$ cat src/rtl/rvv_pkg.sv
// Shared RVV types: vtype layout, element/LMUL/LUT encodings, instruction view
// and the config-unit FSM state.
package rvv_pkg;

    localparam int         RISCV_MAX_VLEN = 65536;
    localparam logic [6:0] OPC_VECTOR     = 7'h57;

    typedef enum logic [2:0] {
        EW8 = 3'd0, EW16, EW32, EW64, EW128, EW256, EW512, EW1024
    } vew_e;

    typedef enum logic [2:0] {
        LMUL_1 = 3'd0, LMUL_2, LMUL_4, LMUL_8,
        LMUL_RSVD, LMUL_1_8, LMUL_1_4, LMUL_1_2
    } vlmul_e;

    typedef enum logic [2:0] {
        CB_NONE = 3'd0, CB16, CB32, CB64, CB128, CB256, CB_RSVD6, CB_RSVD7
    } vlut_e;

    typedef enum logic [2:0] {
        OPIVV = 3'd0, OPFVV, OPMVV, OPIVI, OPIVX, OPFVF, OPMVX, OPCFG
    } opcodev_func3_e;

    typedef struct packed {
        logic   vill;
        vlut_e  vlut;
        logic   vma;
        logic   vta;
        vew_e   vsew;
        vlmul_e vlmul;
    } vtype_t;

    // Generic OP-V view; zimm covers bits [31:20] of every config form.
    typedef struct packed {
        logic [11:0]    zimm;
        logic [4:0]     rs1;
        opcodev_func3_e func3;
        logic [4:0]     rd;
        logic [6:0]     opcode;
    } vcfg_instr_t;

    typedef enum logic [1:0] {
        VCFG_IDLE = 2'd0, VCFG_CALC, VCFG_RESP
    } vcfg_state_e;

    localparam vtype_t VTYPE_VILL = vtype_t'(12'h800);

    function automatic vtype_t vtype_from_bits(input logic [10:0] bits);
        return vtype_t'({1'b0, bits});
    endfunction

endpackage

$ cat src/rtl/vcfg_if.sv
// Request/response and architectural-state bundle of the vector config unit.
interface vcfg_if;
    import rvv_pkg::*;

    logic        req_valid_i;
    logic        req_ready_o;
    logic [31:0] req_instr_i;
    logic [63:0] req_rs1_i;
    logic [63:0] req_rs2_i;
    logic        pipe_idle_i;
    logic        flush_i;
    logic        resp_valid_o;
    logic        resp_ready_i;
    logic [63:0] resp_result_o;
    logic        resp_illegal_o;
    logic [63:0] vl_o;
    vtype_t      vtype_o;

    modport master (
        output req_valid_i, req_instr_i, req_rs1_i, req_rs2_i,
               pipe_idle_i, flush_i, resp_ready_i,
        input  req_ready_o, resp_valid_o, resp_result_o, resp_illegal_o,
               vl_o, vtype_o
    );

    modport slave (
        input  req_valid_i, req_instr_i, req_rs1_i, req_rs2_i,
               pipe_idle_i, flush_i, resp_ready_i,
        output req_ready_o, resp_valid_o, resp_result_o, resp_illegal_o,
               vl_o, vtype_o
    );

endinterface

$ cat src/rtl/vcfg_unit_vlmax.sv
// VLMAX for a requested SEW/LMUL pair; pure combinational.
module vcfg_vlmax
    import rvv_pkg::*;
#(
    parameter int VLEN = 4096
) (
    input  vew_e        vsew,
    input  vlmul_e      vlmul,
    output logic [63:0] vlmax
);

    logic [63:0] base;

    always_comb begin
        base = 64'(VLEN) >> (4'd3 + {1'b0, vsew});
        if (vlmul[2]) vlmax = base >> (4'd8 - {1'b0, vlmul});
        else          vlmax = base << vlmul[1:0];
    end

endmodule

$ cat src/rtl/vcfg_unit.sv
// vsetvl/vsetvli/vsetivli execution: decode, legality, vl/vtype update and a
// single-outstanding request/response handshake gated on pipeline drain.
module vcfg_unit
    import rvv_pkg::*;
#(
    parameter int VLEN = 4096,
    parameter int ELEN = 64
) (
    input  logic   clk_i,
    input  logic   rst_ni,
    vcfg_if.slave  bus
);

    vcfg_state_e state_q, state_d;
    logic [31:0] instr_q;
    logic [63:0] rs1_q, rs2_q, vl_q, result_q;
    vtype_t      vtype_q;
    logic        illegal_q;

    vcfg_instr_t ins;
    logic        is_cfg, is_vli, is_ivli, is_vl, illegal, frac, vill;
    logic [10:0] req_bits;
    vtype_t      req_vtype, new_vtype;
    logic [10:0] sew_bits;
    logic [31:0] elen_frac;
    logic [63:0] vlmax, avl, new_vl;

    assign ins = vcfg_instr_t'(instr_q);

    vcfg_vlmax #(.VLEN(VLEN)) u_vlmax (
        .vsew  (req_vtype.vsew),
        .vlmul (req_vtype.vlmul),
        .vlmax (vlmax)
    );

    always_comb begin
        is_cfg   = (ins.opcode == OPC_VECTOR) && (ins.func3 == OPCFG);
        is_vli   = is_cfg && !instr_q[31];
        is_ivli  = is_cfg && (instr_q[31:30] == 2'b11);
        is_vl    = is_cfg && (instr_q[31:25] == 7'b1000000);
        illegal  = !(is_vli || is_ivli || is_vl);
        req_bits = instr_q[30:20];
        if (is_ivli)    req_bits = {1'b0, instr_q[29:20]};
        else if (is_vl) req_bits = rs2_q[10:0];
        req_vtype = vtype_from_bits(req_bits);
    end

    // Fractional LMUL shrinks the widest legal SEW to ELEN*LMUL.
    always_comb begin
        sew_bits  = 11'd8 << req_vtype.vsew;
        frac      = req_vtype.vlmul[2] && (req_vtype.vlmul != LMUL_RSVD);
        elen_frac = 32'(ELEN) >> (4'd8 - {1'b0, req_vtype.vlmul});
        vill = (req_vtype.vlmul == LMUL_RSVD)
            || (32'(sew_bits) > 32'(ELEN))
            || (req_vtype.vlut > CB256)
            || (frac && (32'(sew_bits) > elen_frac))
            || (is_vl && (|rs2_q[63:11]));
    end

    always_comb begin
        if (is_ivli)              avl = 64'(ins.rs1);
        else if (ins.rs1 != 5'd0) avl = rs1_q;
        else if (ins.rd != 5'd0)  avl = vlmax;
        else                      avl = vl_q;
        new_vl    = vill ? 64'd0 : ((avl < vlmax) ? avl : vlmax);
        new_vtype = vill ? VTYPE_VILL : req_vtype;
    end

    always_ff @(posedge clk_i or negedge rst_ni) begin
        if (!rst_ni) state_q <= VCFG_IDLE;
        else         state_q <= state_d;
    end

    // Flush outranks drain; illegal words never wait for the pipeline.
    always_comb begin
        state_d = state_q;
        case (state_q)
            VCFG_IDLE: if (bus.req_valid_i) state_d = VCFG_CALC;
            VCFG_CALC: begin
                if (bus.flush_i)                       state_d = VCFG_IDLE;
                else if (illegal || bus.pipe_idle_i)   state_d = VCFG_RESP;
            end
            VCFG_RESP: if (bus.resp_ready_i) state_d = VCFG_IDLE;
            default:   state_d = VCFG_IDLE;
        endcase
    end

    always_comb begin
        bus.req_ready_o  = (state_q == VCFG_IDLE);
        bus.resp_valid_o = (state_q == VCFG_RESP);
    end

    always_ff @(posedge clk_i or negedge rst_ni) begin
        if (!rst_ni) begin
            instr_q   <= '0;
            rs1_q     <= '0;
            rs2_q     <= '0;
            vl_q      <= '0;
            vtype_q   <= VTYPE_VILL;
            result_q  <= '0;
            illegal_q <= 1'b0;
        end else begin
            if (state_q == VCFG_IDLE && bus.req_valid_i) begin
                instr_q <= bus.req_instr_i;
                rs1_q   <= bus.req_rs1_i;
                rs2_q   <= bus.req_rs2_i;
            end
            if (state_q == VCFG_CALC && !bus.flush_i) begin
                if (illegal) begin
                    result_q  <= '0;
                    illegal_q <= 1'b1;
                end else if (bus.pipe_idle_i) begin
                    vl_q      <= new_vl;
                    vtype_q   <= new_vtype;
                    result_q  <= new_vl;
                    illegal_q <= 1'b0;
                end
            end
        end
    end

    assign bus.resp_result_o  = result_q;
    assign bus.resp_illegal_o = illegal_q;
    assign bus.vl_o           = vl_q;
    assign bus.vtype_o        = vtype_q;

endmodule

$ cat src/flat_wrapper.sv
// flat-port wrapper written by rule: the top's interface ports become plain ports
module vcfg_unit_flat import rvv_pkg::*;
#(
    parameter int VLEN = 4096,
    parameter int ELEN = 64
)
  (clk_i, rst_ni, bus_req_valid_i, bus_req_instr_i, bus_req_rs1_i, bus_req_rs2_i, bus_pipe_idle_i, bus_flush_i, bus_resp_ready_i, bus_req_ready_o, bus_resp_valid_o, bus_resp_result_o, bus_resp_illegal_o, bus_vl_o, bus_vtype_o);
  vcfg_if bus_i ();
  input  logic clk_i;
  input  logic rst_ni;
  input wire logic [$bits(bus_i.req_valid_i)-1:0] bus_req_valid_i;
  input wire logic [$bits(bus_i.req_instr_i)-1:0] bus_req_instr_i;
  input wire logic [$bits(bus_i.req_rs1_i)-1:0] bus_req_rs1_i;
  input wire logic [$bits(bus_i.req_rs2_i)-1:0] bus_req_rs2_i;
  input wire logic [$bits(bus_i.pipe_idle_i)-1:0] bus_pipe_idle_i;
  input wire logic [$bits(bus_i.flush_i)-1:0] bus_flush_i;
  input wire logic [$bits(bus_i.resp_ready_i)-1:0] bus_resp_ready_i;
  output wire logic [$bits(bus_i.req_ready_o)-1:0] bus_req_ready_o;
  output wire logic [$bits(bus_i.resp_valid_o)-1:0] bus_resp_valid_o;
  output wire logic [$bits(bus_i.resp_result_o)-1:0] bus_resp_result_o;
  output wire logic [$bits(bus_i.resp_illegal_o)-1:0] bus_resp_illegal_o;
  output wire logic [$bits(bus_i.vl_o)-1:0] bus_vl_o;
  output wire logic [$bits(bus_i.vtype_o)-1:0] bus_vtype_o;
  assign bus_i.req_valid_i = bus_req_valid_i;
  assign bus_i.req_instr_i = bus_req_instr_i;
  assign bus_i.req_rs1_i = bus_req_rs1_i;
  assign bus_i.req_rs2_i = bus_req_rs2_i;
  assign bus_i.pipe_idle_i = bus_pipe_idle_i;
  assign bus_i.flush_i = bus_flush_i;
  assign bus_i.resp_ready_i = bus_resp_ready_i;
  assign bus_req_ready_o = bus_i.req_ready_o;
  assign bus_resp_valid_o = bus_i.resp_valid_o;
  assign bus_resp_result_o = bus_i.resp_result_o;
  assign bus_resp_illegal_o = bus_i.resp_illegal_o;
  assign bus_vl_o = bus_i.vl_o;
  assign bus_vtype_o = bus_i.vtype_o;
  vcfg_unit #(.VLEN(VLEN), .ELEN(ELEN)) u_core (.clk_i(clk_i), .rst_ni(rst_ni), .bus(bus_i));
endmodule
$ cat config.mk
export PLATFORM = sky130hd
export DESIGN_NAME = vcfg_unit_flat
export DESIGN_NICKNAME = d
export VERILOG_FILES = /design/src/rtl/rvv_pkg.sv /design/src/rtl/vcfg_if.sv /design/src/rtl/vcfg_unit_vlmax.sv /design/src/rtl/vcfg_unit.sv /design/src/flat_wrapper.sv
export SDC_FILE = /design/constraint.sdc
export NUM_CORES = 1
export LEC_CHECK = 0
export ABC_CLOCK_PERIOD_IN_PS = 5550
export CAP_MARGIN = 30
export CORE_MARGIN = 3
export CORE_UTILIZATION = 46
export DETAILED_ROUTE_END_ITERATION = 12
export PLACE_DENSITY = 0.77
export SLEW_MARGIN = 25
export SYNTH_ARGS = -nofsm -noshare
export SYNTH_HDL_FRONTEND = slang
export SYNTH_SLANG_ARGS = --single-unit
$ cat constraint.sdc
create_clock -name clk_i -period 5.55 [get_ports clk_i]
set_input_delay 0.555 -clock clk_i [delete_from_list [all_inputs] [get_ports clk_i]]
set_output_delay 0.555 -clock clk_i [all_outputs]
set_load 0.05 [all_outputs]
==> summary.md <==
| Metric | Value |
|---|---|
| Leak | 7.82 nW |
| CP startpoint kind | flip-flop |
| Routed len/inst | 20.2 µm |
| Worst Hold Class | reg2reg |
| Total wire length | 37400 µm |
| Placed Area | 0.0170 mm² |
| Post-synthesis cell count | 1135 |
| DR iter-0 viols | 784 |
| Setup TNS | 0 ns |
| Worst slew margin | 39.9% |
| CTS tree | built |
| # fillers | 2217 |
| VDD IR max | 0.221 mV |
| Worst-margin pin slew | 0.897 ns |
| CTS Sinks | 303 |
| Post-Syn Area | 0.0134 mm² |
| Synthesized area per cell | 11.8 µm² |
| Seq. cell area | 0.00758 mm² |
| FP Rows | 61 |
| Antenna Nets Post-Route | 0 |
| RSZ-0062 raised after global routing | false |
| DR pass1 iterations | 4 |
| Chip width | 176 µm |
| Most frequent cells in the layout | clkdlybuf4s50_1 (307), dfrtp_1 (302), mux2_2 (157), and2_1 (111), nand2_1 (89) |
| Reg clk slew, reported paths | 0.06 ns |
| Clock skew | 0.0191 ns |
| H-tree Lvls | 1 |
| Top Usage Layer GRT | met2 |
| M3 GR Usage | 6.65% |
| Min-Delay Path Depth | 2 |
| Arrival time of the worst setup path | 5.68 ns |
| Met2 usage | 39.0% |
| Final Hold Vio Count | 0 |
| Largest net degree at the start of global routing | 163 |
| Pwr dens | 352 mW/mm² |
| Crit path kind | reg2reg |
| Worst skew pair latency | 0.57 ns |
| Vias post-DR | 10.1k |
| Fraction of layout instances using a drive strength above 1 | 18.1% |
| Critical path fanouts, max | 21 |
| WP data required | 5.97 ns |
| Met1 Use GR | 31.9% |
| FF+latch count, synth | 303 |
| Remaining global-route overflow | 0 |
| R2R depth | 22 |
| Max-cap violations | 0 |
| Tot Pwr | 0.00637 W |
| Final setup fails | 0 |
| Final Instance Area | 0.0181 mm² |
| Clock buffer depth | 3 |
| GPL Wtd Cong | 0.974 |
| Area of the core | 0.0282 mm² |
| Post-CTS setup buffer count | 0 |
| Post-DP HPWL | 27700 µm |
| Outcome | finished clean |
| Worst hold slack | 0.462 ns |
| Post-synthesis sequential area ratio | 56.7% |
| Total track usage | 23.9% |
| Post-synth EDFFs | 0 |
| DIE AREA | 0.0311 mm² |
| Core Util, Final | 64.1% |
| Root buf cell | clkbuf_16 |
| Post-synth net total | 1324 |
| Asr flop ratio synth | 100% |
| Initial core utilization | 47.3% |
| Yosys synthesis warning count | 0 |
| Leading cell type in the layout, fill and taps excluded | clkdlybuf4s50_1 |
| DRC viols | 0 |
| Initial antenna violation count | 3 |
| Via density per instance | 5.45 |
| Crit path capture type | flip-flop |
| Post-synth cell types | 75 |
| CTS Buf Count | 31 |
| Max Fclk | 190 MHz |
| Fin crit period | 5.26 ns |
| Vias in the first global route | 10.4k |
| Final period util | 94.8% |
| Port-buffer cells | 308 |
| IO Pins | 309 |
| Multi-input logic area | 0.00556 mm² |
| Die height | 176 µm |
| Area growth, synth to finish | 35.3% |
| # nets final | 1635 |
| Synth Flop Type | dfrtp_1 |
| First-pass GRT wire length | 59200 µm |
| Slew Viols, Final | 0 |
## worst paths after layout
path	startpoint	endpoint	slack, ns
setup / recovery	u_core.ins[29]	u_core.bus.vl_o[11]	0.29
max in group asynchronous	rst_ni	u_core.bus.vl_o[10]	3.70
setup reg to reg	u_core.ins[29]	u_core.bus.vl_o[11]	0.29
min in group asynchronous	rst_ni	u_core.rs2_q[35]	0.56
hold reg to reg	u_core.bus.vtype_o[11]	u_core.bus.vtype_o[11]	0.46
hold / removal	u_core.bus.vtype_o[11]	u_core.bus.vtype_o[11]	0.46
## power breakdown
| group | switching, W | internal, W |
|---|---|---|
| combinational | 0.000770 | 0.000770 |
| clock | 0.000842 | 0.00121 |
| sequential | 0.000246 | 0.00253 |
| total | 0.00186 | 0.00451 |
## critical path, cell delays in order (launching register included)
cell	delay, ns
dfrtp_1	0.39
or3_4	0.42
or4_4	0.46
nor3_2	0.15
a21oi_1	0.13
ha_2	0.26
ha_1	0.32
buf_4	0.20
nand2_1	0.09
o211a_1	0.23
or2_2	0.27
a31oi_1	0.18
ha_1	0.27
a21oi_1	0.16
o21ai_0	0.14
nor3_1	0.21
nand3_1	0.12
o311a_1	0.38
nor2_4	0.15
buf_12	0.17
o21a_1	0.13
a2bb2oi_1	0.19
o21ai_0	0.11
## stage by stage
stage / cells / setup WS, ns
detailed placement: 1790 / 0.0902
floorplan: 1135 / 0.0644
finish: 1850 / 0.289
global route: 1849 / 0.00191
CTS: 1846 / 0.0596
global placement: 1789 / 0.206
## cells by family (layout without fill, tap and decap cells)
group | after synthesis | in the layout | synth area share (%)
simple gates | 385 | 385 | 15.9
flops | 303 | 303 | 56.7
compound gates | 177 | 177 | 8.89
mux | 162 | 162 | 13.7
buf+inv | 80 | 413 | 2.36
fa+ha+maj | 23 | 23 | 2.15
xor+xnor | 5 | 5 | 0.328
other cells | 0 | 4 | 0
## layer usage
layer | vias up | part of all wire [%]
li1 | 4704 | -
met1 | 5017 | 42
met2 | 306 | 49
met3 | 48 | 7.8
met4 | 0 | 1.9
met5 | - | 0
## layout make-up
cell class,instances,share of cell area (%)
diodes,4,0.0553
repair buffers,344,18.9
inverters,14,0.290
multi-input cells,752,30.7
flip-flops and latches,303,41.9
well taps,378,2.61
clock buffers,47,5.01
clock inverters,8,0.532
## flip-flops by register name, indices dropped and copies added (netlist names)
name                       flops
u_core.bus.resp_illegal_o      1
u_core.bus.resp_result_o      64
u_core.bus.vl_o               64
u_core.bus.vtype_o            12
u_core.ins                    32
u_core.rs1_q                  64
u_core.rs2_q                  64
u_core.state_q                 2
## cell usage after synthesis (13+ instances only)
master / count / area (µm²)
nand3_1: 13 / 65.1
nor4_1: 38 / 238
nand2_1: 90 / 338
a21oi_1: 36 / 180
inv_1: 13 / 48.8
o21ai_0: 50 / 250
mux2_2: 157 / 1770
nor2_1: 36 / 135
and2_1: 111 / 694
dfrtp_1: 302 / 7560
ha_1: 23 / 288
nand4_1: 23 / 144
nor3_1: 14 / 70.1
clkbuf_1: 55 / 206
## timing repair
| action | CTS | global route |
|---|---|---|
| endpoints found under the setup margin | 0 | 26 |
| hold endpoints to repair | 77 | 0 |
| resized for setup | 0 | 16 |
| hold buffers | 1 | 0 |
Note: power is estimated with default switching activity, not from simulation.
